--- src/rtl/keypad_matrix_scanner.sv ---
// 4x3 keypad row scanner with column synchronizer, per-scan classification and
// scan-level debounce; presents a one-hot row/col pair plus key_valid/key_press.
module keypad_matrix_scanner #(
    parameter int SCAN_DIV       = 4,
    parameter int DEBOUNCE_SCANS = 2
) (
    input  logic       clk,
    input  logic       reset,
    input  logic [2:0] col_in,
    output logic [3:0] row_drive,
    output logic       row1,
    output logic       row2,
    output logic       row3,
    output logic       row4,
    output logic       col1,
    output logic       col2,
    output logic       col3,
    output logic       key_valid,
    output logic       key_press
);

    // state    | meaning
    // IDLE     | no key held, waiting for a SINGLE scan
    // DEBOUNCE | candidate seen, counting matching scans
    // PRESSED  | key accepted, outputs driven
    // RELEASE  | held key missing, counting non-matching scans
    typedef enum logic [1:0] {IDLE, DEBOUNCE, PRESSED, RELEASE} state_t;

    localparam int             DW         = $clog2(SCAN_DIV);
    localparam logic [DW-1:0]  DWELL_LAST = DW'(SCAN_DIV - 1);
    localparam logic [3:0]     DEB_N      = 4'(DEBOUNCE_SCANS);

    state_t        state_q;
    logic [2:0]    col_meta_q, col_s_q;
    logic [DW-1:0] dwell_q;
    logic [1:0]    row_idx_q;
    logic [3:0]    row_drive_q;
    logic [3:0]    cnt_q;
    logic [1:0]    cand_row_q;
    logic [2:0]    cand_col_q;
    logic          hit_q, multi_q;
    logic [1:0]    row_hit_q;
    logic [2:0]    col_hit_q;
    logic [3:0]    row_oh_q;
    logic [2:0]    col_oh_q;
    logic          key_valid_q, key_press_q;

    logic          hit_d, multi_d;
    logic [1:0]    row_hit_d;
    logic [2:0]    col_hit_d;
    logic          sample_en, scan_end;
    logic          col_nz, col_onehot;
    logic          res_single, same_key;
    logic [3:0]    cnt_inc;

    assign sample_en  = (dwell_q == DWELL_LAST);
    assign scan_end   = sample_en && (row_idx_q == 2'd3);
    assign col_nz     = |col_s_q;
    assign col_onehot = col_nz && ((col_s_q & (col_s_q - 3'd1)) == 3'd0);
    assign cnt_inc    = cnt_q + 4'd1;

    // Scan accumulator including the sample taken on this edge.
    always_comb begin
        hit_d     = hit_q;
        multi_d   = multi_q;
        row_hit_d = row_hit_q;
        col_hit_d = col_hit_q;
        if (sample_en && col_nz) begin
            if (hit_q || !col_onehot) begin
                multi_d = 1'b1;
            end else begin
                hit_d     = 1'b1;
                row_hit_d = row_idx_q;
                col_hit_d = col_s_q;
            end
        end
    end

    assign res_single = hit_d && !multi_d;
    assign same_key   = res_single && (row_hit_d == cand_row_q) && (col_hit_d == cand_col_q);

    always_ff @(posedge clk or posedge reset) begin
        if (reset) begin
            state_q     <= IDLE;
            col_meta_q  <= '0;
            col_s_q     <= '0;
            dwell_q     <= '0;
            row_idx_q   <= '0;
            row_drive_q <= 4'b0001;
            cnt_q       <= '0;
            cand_row_q  <= '0;
            cand_col_q  <= '0;
            hit_q       <= 1'b0;
            multi_q     <= 1'b0;
            row_hit_q   <= '0;
            col_hit_q   <= '0;
            row_oh_q    <= '0;
            col_oh_q    <= '0;
            key_valid_q <= 1'b0;
            key_press_q <= 1'b0;
        end else begin
            col_meta_q  <= col_in;
            col_s_q     <= col_meta_q;
            key_press_q <= 1'b0;

            if (sample_en) begin
                dwell_q     <= '0;
                row_idx_q   <= row_idx_q + 2'd1;
                row_drive_q <= {row_drive_q[2:0], row_drive_q[3]};
            end else begin
                dwell_q <= dwell_q + 1'b1;
            end

            if (scan_end) begin
                hit_q     <= 1'b0;
                multi_q   <= 1'b0;
                row_hit_q <= '0;
                col_hit_q <= '0;
            end else if (sample_en) begin
                hit_q     <= hit_d;
                multi_q   <= multi_d;
                row_hit_q <= row_hit_d;
                col_hit_q <= col_hit_d;
            end

            if (scan_end) begin
                case (state_q)
                    IDLE: begin
                        if (res_single) begin
                            cand_row_q <= row_hit_d;
                            cand_col_q <= col_hit_d;
                            if (DEB_N == 4'd1) begin
                                state_q     <= PRESSED;
                                cnt_q       <= '0;
                                row_oh_q    <= 4'b0001 << row_hit_d;
                                col_oh_q    <= col_hit_d;
                                key_valid_q <= 1'b1;
                                key_press_q <= 1'b1;
                            end else begin
                                state_q <= DEBOUNCE;
                                cnt_q   <= 4'd1;
                            end
                        end else begin
                            cnt_q <= '0;
                        end
                    end
                    DEBOUNCE: begin
                        if (same_key) begin
                            if (cnt_inc >= DEB_N) begin
                                state_q     <= PRESSED;
                                cnt_q       <= '0;
                                row_oh_q    <= 4'b0001 << row_hit_d;
                                col_oh_q    <= col_hit_d;
                                key_valid_q <= 1'b1;
                                key_press_q <= 1'b1;
                            end else begin
                                cnt_q <= cnt_inc;
                            end
                        end else if (res_single) begin
                            cand_row_q <= row_hit_d;
                            cand_col_q <= col_hit_d;
                            cnt_q      <= 4'd1;
                        end else begin
                            state_q <= IDLE;
                            cnt_q   <= '0;
                        end
                    end
                    PRESSED: begin
                        if (same_key) begin
                            cnt_q <= '0;
                        end else if (DEB_N == 4'd1) begin
                            state_q     <= IDLE;
                            cnt_q       <= '0;
                            row_oh_q    <= '0;
                            col_oh_q    <= '0;
                            key_valid_q <= 1'b0;
                        end else begin
                            state_q <= RELEASE;
                            cnt_q   <= 4'd1;
                        end
                    end
                    RELEASE: begin
                        if (same_key) begin
                            state_q <= PRESSED;
                            cnt_q   <= '0;
                        end else if (cnt_inc >= DEB_N) begin
                            state_q     <= IDLE;
                            cnt_q       <= '0;
                            row_oh_q    <= '0;
                            col_oh_q    <= '0;
                            key_valid_q <= 1'b0;
                        end else begin
                            cnt_q <= cnt_inc;
                        end
                    end
                    default: state_q <= IDLE;
                endcase
            end
        end
    end

    assign row_drive = row_drive_q;
    assign row1      = row_oh_q[0];
    assign row2      = row_oh_q[1];
    assign row3      = row_oh_q[2];
    assign row4      = row_oh_q[3];
    assign col1      = col_oh_q[0];
    assign col2      = col_oh_q[1];
    assign col3      = col_oh_q[2];
    assign key_valid = key_valid_q;
    assign key_press = key_press_q;

endmodule
--- config.mk ---
export PLATFORM = sky130hd
export DESIGN_NAME = keypad_matrix_scanner
export DESIGN_NICKNAME = d
export VERILOG_FILES = /design/src/rtl/keypad_matrix_scanner.sv
export SDC_FILE = /design/constraint.sdc
export NUM_CORES = 1
export LEC_CHECK = 0
export CORE_MARGIN = 1.5
export CORE_UTILIZATION = 60
export CTS_CLUSTER_DIAMETER = 120
export DETAILED_ROUTE_END_ITERATION = 10
export HOLD_SLACK_MARGIN = 0.05
export PLACE_DENSITY = 0.84
export SLEW_MARGIN = 30
export SYNTH_ARGS = -nofsm -noshare
export SYNTH_HDL_FRONTEND = slang
export SYNTH_SLANG_ARGS = --single-unit
--- constraint.sdc ---
create_clock -name clk -period 7 [get_ports clk]
set_clock_uncertainty 0.15 [all_clocks]
set_input_delay 1.4 -clock clk [delete_from_list [all_inputs] [get_ports clk]]
set_output_delay 1.4 -clock clk [all_outputs]
set_load 0.05 [all_outputs]
---- Word level (Yosys, flattened, before mapping) ----
Cells that the tools add are included.
word-level totals
  input port bits ......................... 5
  register bits ........................... 41
  output and inout bits ................... 13
  logic and storage cells ................. 115
cells by class
  $lt $le $gt $ge ......................... 1
  bitwise gates (word level) .............. 1
  shifts and indexed selects .............. 1
  add/sub/neg operators ................... 4
  reduce and logical (&&, ||, !) cells .... 18
  multiplexer cells ....................... 56
  eq/ne operators ......................... 17
operator list
  operator               number
  $mux W3                10
  $mux W2                14
  $mux W4                7
  $mux W1                18
  $pmux W4 S4            1
  $ne A2 B2 Y1 const B   7
  $pmux W3 S2            2
  $reduce_and A6 Y1      2
  $ne A3 B3 Y1 const B   3
  $eq A2 B2 Y1 const B   4
  $pmux W2 S4            1
  $pmux W4 S2            1
  $logic_and A1 B1 Y1    6
  $reduce_bool A2 Y1     3
  $add A2 B1 Y2 const B  2
  $add A4 B1 Y4 const B  1
  $ge A4 B2 Y1 const B   1
  $pmux W2 S2            1
  $shl A1 B2 Y4 const A  1
  $and A3 B3 Y3          1
  $eq A3 B3 Y1           1
  $logic_not A3 Y1       1
  $reduce_and A3 Y1      1
  $reduce_or A3 Y1       1
  7 further kinds        8

---- Longest topological paths before layout ----
  word-level depth ........................ 15
  mapped depth ............................ 10
  gate-level depth less buffers ........... 8

---- Worst setup path after synthesis ----
No wires, ideal clock.
  path kind ............................... flip-flop to flip-flop
  start ................................... register dwell_q[0]
  end ..................................... register col_oh_q[0]
  setup slack ............................. 4.601 ns
  buffers on the path ..................... 2
  period minus slack after synthesis ...... 2.399 ns
  cell stages (with the launch flop) ...... 10
  required time ........................... 6.724 ns
  library setup time ...................... 0.126 ns
  arrival time ............................ 2.123 ns
  path through ............................ dfrtp_1 ha_1 buf_2 nand3b_1 a211oi_1 or3_1 a21oi_1 nand4b_4 buf_6 a221o_1
between the ends
  longest elaborated chain between the ends .. 9
  elaborated cells between the ends (all ways) .. 19
  those cells by class .................... 5 x eq/ne; 7 x mux; 7 x reduce/logical
RTL lines
  element                             line  text
  from (decl)                         35    logic [DW-1:0] dwell_q;
  from (signal assigned)              111   dwell_q <= dwell_q + 1'b1;
  $eq A2 B2 Y1 *                      56    assign sample_en = (dwell_q == DWELL_LAST);
  $logic_and A1 B1 Y1                 68    if (sample_en && col_nz) begin
  $mux W1                             68
  $logic_not A1 Y1                    79    assign res_single = hit_d && !multi_d;
  $logic_and A1 B1 Y1                 79
  $logic_and A1 B1 Y1 (2 in series)   80    assign same_key = res_single && (row_hit_d == cand_row_q) && (col_hit_d == cand_col_q);
  $ne A2 B2 Y1 (no source line)       --
  $reduce_and A6 Y1 (no source line)  --
  to (signal assigned)                136   col_oh_q <= col_hit_d;
  to (signal assigned)                153   col_oh_q <= col_hit_d;
  to (decl)                           45    logic [2:0] col_oh_q;
Mark *: on every way between the ends. The rest lies on a longest branch, timed or not. The select of a mux whose other input is x is not followed.
A chain may end at the register's enable or synchronous reset.

---- Worst setup path in the final report ----
  start ................................... register row_drive_q[0] (netlist: row_drive[0])
  end ..................................... output row_drive[0]
RTL lines
  element                 line  text
  from (decl)             37    logic [3:0] row_drive_q;
  from (signal assigned)  109   row_drive_q <= {row_drive_q[2:0], row_drive_q[3]};
  to (decl)               10    output logic [3:0] row_drive,
No word-level cell between the ends.

==> flow_metrics.tcl <==
set metrics [dict create \
    status "complete, no violations" \
    coreArea_sq_um 3390 \
    placed_cells 256 \
    yosys.area.top_type "dfrtp_1" \
    cts_resized 0 \
    vias 1592 \
    rsz0062_at_grt "no" \
    grt_pass1_vias 1622 \
    numCtsBuffers 5 \
    cts_hold_buf 0 \
    critPathMaxFanout 3 \
    synth_flop_cell "dfrtp_1" \
    synthCells 202 \
    cts_tree "built" \
    worstReg2RegEnd "row_oh_q[3]" \
    ir_worst_vdd_mv 0.114 \
    p_leak_nw 1.09 \
    path_cells "clkdlybuf4s50_1" \
    synth_warnings 0 \
    synth_cell_types 52 \
    drtPass1Iterations 4 \
    rows 21 \
    ys_seq_area_share_pct 47.7 \
    grt_pass1_wl_mm 7.35 \
    synth_nets 211 \
    drive_gt1_share_pct 11.5 \
    synth_edf_count 0 \
    critPathBufInv 1 \
    path_clk_slew_ns 0.11 \
    regArea_sq_um 1030 \
    synth_top_area_share_pct 46.5 \
    initial_core_util_pct 63.6 \
    worstSetupStartpointType "flip-flop" \
    via_per_inst 6.03 \
    end_kind "output pin" \
    antenna_found_initial 0 \
    syn_avg_cell_area_sq_um 10.7 \
    hold_path_end "col_s_q[0]" \
    max_slew_margin_pct 39.0 \
    r2r-start "dwell_q[0]" \
    cap_violations 0 \
    synth_area_leaders "dfrtp_1, a221o_1, mux2_2, inv_1, a21oi_1" \
    antenna_cells 0 \
    wirelength_mm 4.15 \
    slowest_stage "clkdlybuf4s50_1" \
    postCtsSetupBuffers 0 \
    cp_top_family "buffers and inverters" \
    ys_async_sr_fraction_pct 100 \
    report.final.slew_viol_count 0 \
    clk_latency_ns 0.36 \
    tns_ns 0 \
    fin_nets 226 \
    final_antenna_net_count 0 \
    critPathRequiredTime_ns 5.45 \
    ioPinCount 18 \
    syn-cell-area_sq_um 2150 \
    grt.total_usage_pct 23.7 \
    cts_root_buffer "clkbuf_4" \
    routedWlPerCell_um 15.7 \
    slowest_delay_ns 0.81 \
    grt_max_degree 42 \
    drt_iter0_drc 109 \
    fin_crit_sh_pct 46.7 \
    fp.dieW_um 62.9 \
    h-tree-depth 2 \
    clock_path_buffers 2 \
    syn_to_final_growth_pct 11.7 \
    critPathKind "reg -> out" \
    tightest_slew_ns 0.911 \
    r2r_cells 8 \
    final_hold_viol_count 0 \
    overflow 0 \
    hpwl_mm 2.95 \
    die_y_um 62.9 \
    ys_seq_elements 41 \
    multi_input_area_sq_um 1020 \
    hold_path_startpoint "col_meta_q[0]" \
    p_per_area_nw_per_um2 177 \
    fmax_mhz 306 \
    min_path_cells 0 \
    cp.arrival_ns 1.72 \
    r2r_setup_slack_ns 3.79 \
    setup_violations 0 \
    fillers 255 \
    final_cells 264 \
    drc 0 \
    cts_sinks 41 \
    dieArea_sq_um 3960 \
    min_path_type "reg -> reg" \
    finalCriticalPeriod_ns 3.27 \
    gp_congestion 0.928 \
    io_buffers 17 \
]
==> power breakdown <==
part | total [W] | internal (W) | switching, W
Sequential | 0.000250 | 0.000243 | 0.00000691
Combinational | 0.0000420 | 0.0000178 | 0.0000242
Clock | 0.000133 | 0.0000582 | 0.0000749
Total | 0.000425 | 0.000319 | 0.000106
==> logic make-up (layout without fill, tap and decap cells) <==
| group | after synthesis | after routing | share of synthesized area [%] |
|---|---|---|---|
| multiplexers | 10 | 10 | 5.52 |
| AO/OA/AOI/OAI | 52 | 52 | 17.6 |
| XOR/XNOR | 7 | 7 | 3.72 |
| flip-flops | 41 | 41 | 47.7 |
| AND/OR/NAND/NOR | 64 | 64 | 18.2 |
| buffers and inverters | 24 | 40 | 4.94 |
| adder cells (fa/ha/maj) | 4 | 4 | 2.32 |
==> sequential cells by signal, indices dropped and copies added (netlist names), named ones only <==
name / flops
key_valid: 1
hit_q: 1
multi_q: 1
row_hit_q: 2
col_s_q: 3
cand_row_q: 2
row_drive: 4
dwell_q: 2
row_oh_q: 4
key_press: 1
col_oh_q: 3
cand_col_q: 3
col_hit_q: 3
cnt_q: 4
row_idx_q: 2
state_q: 1
col_meta_q: 3
==> area by class of cell <==
type,instances,area share (%)
flip-flops and latches,41,42.7
clock buffers,7,2.70
well taps,46,2.39
clock inverters,1,0.208
inverters,14,2.18
repair buffers,18,7.38
multi-input cells,137,42.4
==> cell usage in the layout (no fill, tap or decap), types with 2 or more instances in the layout <==
master / instances
a21o_1: 3
a21oi_1: 10
a221o_1: 7
a31oi_1: 2
and2_1: 5
and4_1: 2
clkbuf_4: 5
clkbuf_8: 2
clkdlybuf4s50_1: 17
dfrtp_1: 40
ha_1: 4
inv_1: 14
mux2_2: 5
mux2i_1: 4
nand2_1: 10
nand2b_1: 3
nand3_1: 3
nand3b_1: 2
nand4bb_1: 2
nor2_1: 12
nor2b_1: 7
nor3_1: 4
nor3_2: 2
nor4_1: 5
o211ai_1: 3
o21ai_0: 7
o21ai_1: 3
o22ai_1: 5
o31ai_1: 2
or3_1: 2
xor2_1: 5
==> per-stage QoR <==
stage	area [sq um]	power (W)	worst slack (ns)	hold WS [ns]	util, %
final	2410	0.000425	3.73	0.209	71.0
after CTS	2410	0.000427	3.72	0.210	71.0
after global routing	2410	0.000443	3.55	0.224	71.0
after detailed placement	2340	0.000297	3.83	0.186	68.9
after global placement	2340	0.000296	3.97	0.182	68.9
after floorplan	2150	0.000284	4.51	0.181	-
==> cells in the mapped netlist (2+ instances only) <==
cell       instances
a21o_1             3
a21oi_1           10
a221o_1            7
a31oi_1            2
and2_1             5
and4_1             2
buf_2              4
clkbuf_1           3
dfrtp_1           40
ha_1               4
inv_1             14
mux2_2             5
mux2i_1            4
nand2_1           10
nand2b_1           3
nand3_1            3
nand3b_1           2
nand4bb_1          2
nor2_1            12
nor2b_1            7
nor3_1             4
nor3_2             2
nor4_1             5
o211ai_1           3
o21ai_0            7
o21ai_1            3
o22ai_1            5
o31ai_1            2
or3_1              2
xor2_1             5
==> worst max path at each step <==
stage	startpoint	to	slack [ns]	cells past startpoint
6_report	row_drive[0]	row_drive[0]	3.73	1
5_1_grt	dwell_q[0]	row_oh_q[3]	3.55	8
4_1_cts	row_drive[0]	row_drive[0]	3.72	1
3_5_place_dp	dwell_q[0]	cnt_q[0]	3.83	8
3_3_place_gp	dwell_q[0]	cnt_q[0]	3.97	8
2_1_floorplan	reset	async pin	4.51	1
==> layer usage <==
layer  GRT usage, %  wire (um)  up-vias
li1               -          -      757
met1           30.5       1850      782
met2           38.4       2020       43
met3           5.77        202       10
met4           9.72         71        0
met5              0          0        -
No activity file was read; power rests on OpenSTA's default activity.
